### config.mk
export PLATFORM = sky130hd
export DESIGN_NAME = punc_fetch_queue
export DESIGN_NICKNAME = d
export VERILOG_FILES = /design/src/rtl/punc_fetch_queue.sv
export SDC_FILE = /design/constraint.sdc
export NUM_CORES = 1
export LEC_CHECK = 0
export CAP_MARGIN = 10
export CORE_MARGIN = 2
export CORE_UTILIZATION = 60
export DETAILED_ROUTE_END_ITERATION = 10
export PLACE_DENSITY = 0.95
export SYNTH_ARGS = -nofsm -noshare
export SYNTH_HDL_FRONTEND = slang
export SYNTH_SLANG_ARGS = --single-unit
### constraint.sdc
create_clock -name clk -period 5.9 [get_ports clk]
set_input_delay 1.77 -clock clk [delete_from_list [all_inputs] [get_ports clk]]
set_output_delay 1.77 -clock clk [all_outputs]
set_load 0.005 [all_outputs]
### src/rtl/punc_fetch_queue.sv
// punc_fetch_queue: in-order instruction fetch with a DEPTH-entry {word, pc} queue feeding the IR.
module punc_fetch_queue #(
    parameter int DEPTH = 4,
    parameter logic [15:0] RESET_PC = 16'h0000
) (
    input  logic                     clk,
    input  logic                     rst,
    output logic                     mem_req,
    output logic [15:0]              mem_addr,
    input  logic                     mem_gnt,
    input  logic                     mem_rvalid,
    input  logic [15:0]              mem_rdata,
    input  logic                     redirect,
    input  logic [15:0]              redirect_pc,
    input  logic                     halt,
    output logic                     ir_valid,
    input  logic                     ir_ready,
    output logic [15:0]              ir_data,
    output logic [15:0]              ir_pc,
    output logic [$clog2(DEPTH):0]   q_count
);
    localparam int AW = $clog2(DEPTH);
    localparam int CW = AW + 1;

    logic [15:0]   data_q [DEPTH];
    logic [15:0]   pc_q [DEPTH];
    logic [AW-1:0] head, tail;
    logic [CW-1:0] outstanding, drop, out_next;
    logic [15:0]   fetch_pc, resp_pc;
    logic          rst_q, credit, issue, resp, keep, pop;

    // Credit counts in-flight reads too, so every returned word always has a slot.
    always_comb begin
        credit   = ({1'b0, q_count} + {1'b0, outstanding}) < (CW + 1)'(DEPTH);
        mem_req  = !rst_q && !halt && !redirect && credit;
        mem_addr = fetch_pc;
        issue    = mem_req && mem_gnt;
        resp     = mem_rvalid && outstanding != '0;
        keep     = resp && drop == '0 && !redirect;
        ir_valid = q_count != '0;
        pop      = ir_valid && ir_ready;
        out_next = outstanding + CW'(issue) - CW'(resp);
        ir_data  = ir_valid ? data_q[head] : '0;
        ir_pc    = ir_valid ? pc_q[head] : '0;
    end

    always_ff @(posedge clk) begin
        if (rst) begin
            rst_q       <= 1'b1;
            head        <= '0;
            tail        <= '0;
            q_count     <= '0;
            outstanding <= '0;
            drop        <= '0;
            fetch_pc    <= RESET_PC;
            resp_pc     <= RESET_PC;
        end else begin
            rst_q       <= 1'b0;
            outstanding <= out_next;
            if (redirect) begin
                head     <= '0;
                tail     <= '0;
                q_count  <= '0;
                fetch_pc <= redirect_pc;
                resp_pc  <= redirect_pc;
                drop     <= out_next;
            end else begin
                if (issue) fetch_pc <= fetch_pc + 16'd1;
                if (resp && drop != '0) drop <= drop - CW'(1);
                if (keep) begin
                    tail    <= tail + AW'(1);
                    resp_pc <= resp_pc + 16'd1;
                end
                if (pop) head <= head + AW'(1);
                q_count <= q_count + CW'(keep) - CW'(pop);
            end
        end
    end

    always_ff @(posedge clk) begin
        if (keep) begin
            data_q[tail] <= mem_rdata;
            pc_q[tail]   <= resp_pc;
        end
    end

    // A response with nothing in flight is a memory protocol error; it is ignored above.
    always_ff @(posedge clk) begin
        if (!rst) assert (!(mem_rvalid && outstanding == '0));
    end
endmodule
==> run summary <==
The flow ran to the end, and the final reports show no timing, DRC or antenna violations. The row count is 41. Global routing consumed, over all layers together, 25.88% of the routing resources. The power per unit of standard cell area came out at 330.0 mW/mm².

The tightest slew margin relative to the limit came out at 25.32%. The average cell area after synthesis came out at 14.32 µm². The worst setup path is of the in2out kind. The final critical delay including setup and external delays is 5044 ps.

The number of fill cells came out at 766. Leaving out fill and tap cells, the most frequent cell in the layout is edfxtp_1. The worst setup path is launched from an input pin. The clock sink count is 176. The H-tree was split into 4 levels. The number of buffers and inverters on the critical path is 2. The initial antenna violation count came out at 0. The final setup violation count came out at 0. The number of global-route vias before repair is 4924. The portion of the post-synthesis area used by sequential elements came out at 63.54%.

The cell family contributing the most delay on the critical path is buffers and inverters. For this run, the detailed router's first-pass iteration total came to 5. The largest vdd supply drop is 0.1592 mV. TritonCTS built the clock tree. Compared with the post-synthesis result, the final layout area differs by 21.66%. The leakage power summed over all cells is 3.021 nW. The largest net degree at the start of global routing came out at 39. In this design, the stage delay of the slowest critical-path cell is 500 ps. The via total after detailed routing came out at 4872.

The number of antenna diodes in the final layout is 0. Counting every instance in the synthesized netlist gives 528. The clock buffer count from CTS came out at 17. The tree is rooted in a clkbuf_16. In this run the cell area of the synthesized design comes to 0.007561 mm². The timing-limited maximum frequency is 198.2 MHz.

92 I/O pins were placed. The placeable core region came out at 0.01247 mm². In the final layout, the share of cells above drive strength 1 is 13.06%. For this design, the slowest cell found on the critical path is clkdlybuf4s50_1. After clock tree synthesis, the repair step resized 0 gates. Walking the worst path, the cells encountered are clkdlybuf4s50_1 > nor4_4 > and3_1 > clkdlybuf4s50_1. The data required time of the critical path is 4130 ps. The number of distinct library cell variants in the gate-level netlist after synthesis is 54. After detailed routing, the average wire length per cell comes to 20.69 µm.

The die is 116.3 µm tall. The quantity of I/O buffers inserted on ports is 91. Counting stages on the worst path, the most repeated cell is clkdlybuf4s50_1. The routed length on met2 is 8338 µm. The final wirelength came out at 16560 µm. The post-detailed-route via-to-cell ratio is 6.090. The arrival time of data at the critical path endpoint came out at 3270 ps. In the layout the commonest cells are edfxtp_1, clkdlybuf4s50_1, dfxtp_1.

The accumulated negative setup slack is 0 ps. The main flop type after synthesis is edfxtp_1. The detailed-routing wirelength on met1 came out at 6627 µm.

Of the available clock period, the critical path in the final layout requires 85.49%. The count of flip-flops with a built-in enable after synthesis came out at 128. The worst hold path class is reg2reg.

The count of state elements after synthesis came out at 176. The detail route stage leaves a number of antenna-violating nets equal to 0. The congestion estimate from routability-driven global placement came to 0.8787. The met3 layer wire length in the routed design is 1223 µm.

Setup repair after global routing left no endpoint under its margin. The clock latency reported for the late side of the worst-skew pair is 430 ps. The net total in the final layout is 670. The total die area came out at 0.01352 mm². The uppermost layer routed is met4. The post-cts hold buffer count came out at 0.

The count of synthesis-stage warnings from yosys came out at 0. The die is 116.3 µm wide. The wire length of the first global-routing pass came out at 26140 µm. The final count of pins violating max slew was 0. The maximum root-to-sink buffer count is 2.

The number of endpoints with negative hold slack in the final report is 0. The number of nets in the synthesized netlist is 583. After detailed routing, the number of remaining DRC violations is 0.

Hold timing on the final database bottoms out at a slack of 537.1 ps. For this run, asynchronously set or reset flops after synthesis account for 0%. The clock transition at the registers of the reported paths is 60 ps. The actual slew at the worst max-slew pin came out at 1119 ps.

For this configuration, the core starts out at a cell density of 60.65%. The critical path capture point type is a primary output. The final clock skew is 6.081 ps.

The biggest fanout along the worst timing path is 3. The total overflow left after global routing is 0. Total power for the finished layout comes to 0.003036 W.

The number of buffers inserted by post-CTS setup repair is 0. The first routing iteration left 528 violations. After legalization and detailed placement, the total HPWL measured 10400 µm. The max-cap check violation count came out at 0.
-- worst reg2reg max path, cell delays in order, from the launching register on --
cell and delay (ps):
dfxtp_1 430, ha_1 300, nor4_4 180, and4_1 650, inv_4 190, ha_1 330, inv_1 40, ha_1 180
fa_1 400, xnor2_1 240, xnor2_1 110, o31ai_1 230
-- cell usage after synthesis (all sizes together) (3+ instances only) --
cell type | instances | area share, %
nand4 | 12 | 0.99
a31oi | 10 | 0.83
nand2b | 5 | 0.41
and4 | 6 | 0.70
buf | 9 | 0.68
xnor2 | 11 | 1.3
nand3 | 15 | 0.99
a311o | 3 | 0.40
inv | 25 | 1.3
o21bai | 4 | 0.40
o21ai | 4 | 0.26
edfxtp | 128 | 51
a21oi | 9 | 0.60
clkbuf | 22 | 1.1
o22ai | 7 | 0.58
dfxtp | 48 | 13
a211oi | 10 | 0.99
mux4 | 32 | 9.5
and3 | 8 | 0.66
nor2b | 5 | 0.41
mux2i | 3 | 0.40
nor3 | 5 | 0.46
and2 | 38 | 3.1
nor4 | 5 | 0.61
a2111oi | 4 | 0.46
or3 | 8 | 0.66
a311oi | 4 | 0.46
nor3b | 3 | 0.30
nand2 | 18 | 0.89
ha | 14 | 2.3
nor2 | 25 | 1.2
o31a | 4 | 0.46
-- worst paths after layout --
check	startpoint	endpoint	cells past startpoint	slack, ps
setup / recovery	redirect	mem_req	4	860
hold / removal	head[1]	flip-flop	2	540
setup reg to reg	outstanding[2]	drop[2]	11	2540
hold reg to reg	head[1]	flip-flop	2	540
-- final cells by class --
cell class	instances	area (µm²)	area share, %
Clock inverter	15	158.9	1.727
Tap cell	172	215.2	2.339
Timing Repair Buffer	99	970.9	10.55
Sequential cell	176	4806	52.24
Clock buffer	17	425.4	4.625
Inverter	25	96.34	1.047
Multi-Input combinational cell	296	2526	27.46
-- power by group --
group	leakage (nW)	switching [W]	internal (W)	total [W]
Combinational	1.19	0.000233	0.000237	0.000470
Clock	0.276	0.000469	0.000628	0.00110
Sequential	1.56	0.0000631	0.00141	0.00147
Total	3.02	0.000764	0.00227	0.00304
-- cell families after synthesis --
| logic type | Yosys count | synth area share, % |
|---|---|---|
| simple gates | 159 | 12.06 |
| fa+ha+maj | 16 | 2.846 |
| compound gates | 72 | 6.917 |
| mux | 36 | 10.08 |
| flops | 176 | 63.54 |
| buf+inv | 56 | 3.045 |
| xor+xnor | 13 | 1.506 |
-- sequential cells by signal (all words and copies together) (netlist names), named ones only --
signal       flops
mem_addr        16
q_count          3
resp_pc         16
pc_q            64
drop             3
outstanding      3
head             2
tail             2
rst_q            1
data_q          64
-- per-layer routing --
metal,up-vias,track usage (%)
met5,-,0
met4,0,10.40
met3,30,5.760
met2,250,42.52
met1,2382,33.88
li1,2210,-
-- per-stage QoR --
stage               util [%]  area, µm²  instances  worst slack, ps
floorplan                  -       7561        528             1783
global placement       69.11       8615        768            911.6
detailed placement     69.11       8615        768            864.9
CTS                    73.79       9199        800            852.0
global route           73.79       9199        800            761.6
finish                 73.79       9199        800            855.8
Note: power is estimated with default switching activity, not from simulation.
==> RTL edit 1: new RTL, same flow settings <==
The parameter `DEPTH` goes from 4 to 8.
--- a/src/rtl/punc_fetch_queue.sv
+++ b/src/rtl/punc_fetch_queue.sv
@@ -1,6 +1,6 @@
 // punc_fetch_queue: in-order instruction fetch with a DEPTH-entry {word, pc} queue feeding the IR.
 module punc_fetch_queue #(
-    parameter int DEPTH = 4,
+    parameter int DEPTH = 8,
     parameter logic [15:0] RESET_PC = 16'h0000
 ) (
     input  logic                     clk,
Ports: changed (resized q_count); port bits go from 92 to 93. No check against the original RTL was run, so the function may have changed too.
==> RTL edit 1 against the original RTL <==
- clock power grew 71%
- design area is 64% higher
- total power up 83%
- sequential cell count grew 134
- global-route usage rose by 0.29 points
- maximum frequency down 0.28%
- routed wire length is 73% higher
- sequential share of layout area rose by 5.7 points
- area after synthesis grew 70%
- synthesized cell count grew 48%
- highest routed layer unchanged
- setup slack worse by 14 ps
==> RTL edit 1: results (changes against the original RTL) <==
final non-filler cell total 1175 (+47%); Leak 4.78 nW (+58%); vias in the first global route 7721 (+57%); Clock Power 1.88 mW (+71%); Post-synth top cells edfxtp_1, mux4_2, nor2_1, dfxtp_1, mux2i_1; GRT Util Overall 26.2% (+0.29 points); synth unique cells 61 (+13%); Adder-Cell Fraction of Synth Area 2.16% (-0.68 points); fin nets 937 (+40%); placed cells 1121 (+46%); outcome finished clean; Area contributors post-synth edfxtp_1, mux4_2, dfxtp_1; Final Skew 24.6 ps (+18.5 ps); Seq. pwr 2.57 mW (+75%); IO Port Bufs 92 (+1.1%); fraction of area in registers 58.0% (+5.7 points); CP arrival 3290 ps (+20 ps); FFs & Latches 310 (+76%); syn nets 840 (+44%); VDD IR max 0.299 mV (+88%); DP Area 0.0141 mm2 (+64%); share of cells above drive strength 1 16.4% (+3.4 points); H-tree depth 1 (-3); final WL 28600 um (+73%); multi-input logic area 0.00388 mm2 (+54%); Post-Place Setup Slack 844 ps (-20.8 ps)
-- RTL edit 1: cell types whose count changed in the layout (fill, tap and decap cells not counted), sizes merged, moves of 6 or more --
cell	delta
edfxtp	+128
nor2	+36
and2	-33
mux2i	+33
mux4	+32
clkbuf	+25
buf	+7
nand2	+7
a211oi	-6
a21oi	+6
dfxtp	+6
o21ai	+6
-- RTL edit 1: path summary, 6_finish.rpt --
kind | startpoint | end | slack [ps]
worst min register to register | mem_addr[12] | mem_addr[12] | 530
worst min-delay path | mem_addr[12] | mem_addr[12] | 530
worst max-delay path | halt | mem_req | 840
worst max register to register | q_count[1] | drop[2] | 2890
-- RTL edit 1: kinds of logic (layout without fill, tap and decap cells) --
logic type	count (synthesis)	count (layout)
compound gates	84	84
xor+xnor	14	14
fa+ha+maj	21	21
buf+inv	64	184
flops	310	310
mux	101	101
simple gates	186	186
-- RTL edit 1: layer usage --
layer	up-vias	wire (um)
li1	3293	-
met3	59	2090
met1	3779	11000
met5	-	0
met2	360	14700
met4	0	818
==> RTL edit 2: new RTL, same flow settings <==
Made on the original files. Put one more register stage on the output `q_count`, cleared by the reset. The value now appears one clock later. The other outputs are not delayed to match.
--- a/src/rtl/punc_fetch_queue.sv
+++ b/src/rtl/punc_fetch_queue.sv
@@ -22,6 +22,8 @@
     localparam int AW = $clog2(DEPTH);
     localparam int CW = AW + 1;
 
+    logic [$clog2(DEPTH):0] q_count_s0;
+
     logic [15:0]   data_q [DEPTH];
     logic [15:0]   pc_q [DEPTH];
     logic [AW-1:0] head, tail;
@@ -31,13 +33,13 @@
 
     // Credit counts in-flight reads too, so every returned word always has a slot.
     always_comb begin
-        credit   = ({1'b0, q_count} + {1'b0, outstanding}) < (CW + 1)'(DEPTH);
+        credit   = ({1'b0, q_count_s0} + {1'b0, outstanding}) < (CW + 1)'(DEPTH);
         mem_req  = !rst_q && !halt && !redirect && credit;
         mem_addr = fetch_pc;
         issue    = mem_req && mem_gnt;
         resp     = mem_rvalid && outstanding != '0;
         keep     = resp && drop == '0 && !redirect;
-        ir_valid = q_count != '0;
+        ir_valid = q_count_s0 != '0;
         pop      = ir_valid && ir_ready;
         out_next = outstanding + CW'(issue) - CW'(resp);
         ir_data  = ir_valid ? data_q[head] : '0;
@@ -49,7 +51,7 @@
             rst_q       <= 1'b1;
             head        <= '0;
             tail        <= '0;
-            q_count     <= '0;
+            q_count_s0  <= '0;
             outstanding <= '0;
             drop        <= '0;
             fetch_pc    <= RESET_PC;
@@ -60,7 +62,7 @@
             if (redirect) begin
                 head     <= '0;
                 tail     <= '0;
-                q_count  <= '0;
+                q_count_s0 <= '0;
                 fetch_pc <= redirect_pc;
                 resp_pc  <= redirect_pc;
                 drop     <= out_next;
@@ -72,7 +74,7 @@
                     resp_pc <= resp_pc + 16'd1;
                 end
                 if (pop) head <= head + AW'(1);
-                q_count <= q_count + CW'(keep) - CW'(pop);
+                q_count_s0 <= q_count_s0 + CW'(keep) - CW'(pop);
             end
         end
     end
@@ -88,4 +90,12 @@
     always_ff @(posedge clk) begin
         if (!rst) assert (!(mem_rvalid && outstanding == '0));
     end
+    always_ff @(posedge clk) begin
+        if (rst) begin
+            q_count <= '0;
+        end else begin
+            q_count <= q_count_s0;
+        end
+    end
+
 endmodule
Formal check against the unedited RTL: not equivalent (a bounded check fails within 4 cycles, from zero or initial values and one cycle with rst high).
==> RTL edit 2 against the original RTL <==
- area after synthesis up 0.73%
- count of clock-buffer cells in the layout unchanged
- die area up 0.71%
- critical path type unchanged
- design area up 1.7%
- total power up 5.3%
- largest cell class unchanged
- sequential cell count up 3
- routed wire length up 5.0%
- first-iteration DRC count up 16%
- setup slack worse by 10 ps
- highest routed layer unchanged
==> RTL edit 2: results (changes against the original RTL) <==
outcome finished clean; Hold WS 506 ps (-30.8 ps); Max FO, Critical Path 4 (+1); register area share after synthesis 63.9% (+0.33 points); CP arrival 3280 ps (about the same); Longest Clk Path Bufs 2 (unchanged); EDFF count, synth 128 (unchanged); placer congestion estimate 0.863 (-1.8%); vias in the first global route 5015 (+1.8%); largest net degree at the start of global routing 43 (+10%); Worst R2R Setup Slack 2720 ps (+180 ps); final WL 17400 um (+5.0%); Tightest Pin Transition 1090 ps (-30.1 ps); number of diodes 0 (unchanged); share of cells above drive strength 1 12.7% (-0.40 points); GRT Util Overall 26.9% (+1.0 points); Leak 3.13 nW (+3.5%); post-DR wirelength/cell 21.6 um (+4.4%); fin nets 674 (+0.60%); Final Skew 10.8 ps (+4.71 ps); Area contributors post-synth edfxtp_1, dfxtp_1, mux4_2; Cells after Synth 527 (-0.19%); syn nets 582 (-0.17%); Post-synth top cells edfxtp_1, dfxtp_1, and2_1, mux4_2, inv_1; post-CTS setup repair buffer count 0 (unchanged); VDD IR max 0.195 mV (+23%); routed via count 4994 (+2.5%); min-delay worst type register to register; placed cells 772 (+0.52%); first-pass GRT wire length 27000 um (+3.4%); DR pass1 iterations 6 (+1); synth unique cells 52 (-3.7%); initial antenna violation count 0 (unchanged); Starting DRT DRC Count 613 (+16%); Final HPWL DP 10600 um (+1.8%)
-- RTL edit 2: layer usage --
metal	wire length (um)	track usage, %	up-vias
met1	6790	35.2	2455
met5	0	0	-
li1	-	-	2211
met2	8990	46.5	291
met3	1320	5.09	37
met4	279	7.92	0
-- RTL edit 2: final timing paths --
path | startpoint | to | cells past startpoint
max reg2reg | outstanding[2] | drop[2] | 11
max | redirect | mem_req | 4
min reg2reg | q_count_s0[0] | q_count[0] | 2
min | q_count_s0[0] | q_count[0] | 2
-- RTL edit 2: worst max-delay path, stage by stage --
cell and delay, ps:
clkdlybuf4s50_1 460, nor4_4 350, and3_1 200, clkdlybuf4s50_1 500
-- RTL edit 2: area by class of cell --
cell class	count	area (um2)
Clock inverter	15	236
Tap cell	172	215
Timing Repair Buffer	99	971
Fill cell	739	3160
Inverter	32	120
Clock buffer	17	425
Multi-Input combinational cell	290	2520
Sequential cell	179	4870
-- RTL edit 2: cells by family after synthesis --
logic type,count (synthesis),share of synthesized area (%)
adder cells (fa/ha/maj),16,2.83
AND/OR/NAND/NOR,149,11.5
flip-flops,179,63.9
AO/OA/AOI/OAI,74,7.06
multiplexers,36,10.0
buffers and inverters,58,2.99
XOR/XNOR,15,1.72
-- RTL edit 2: metrics by stage --
step,worst slack [ps],instance area (um2)
global placement,884,8700
CTS,843,9360
floorplan,1730,7620
detailed placement,857,8700
global route,766,9360
finish,845,9360
-- RTL edit 2: report_power, final --
group          total, mW  internal, mW  switching (mW)
logic              0.456         0.233           0.222
clock network       1.25         0.791           0.462
registers           1.49          1.42          0.0682
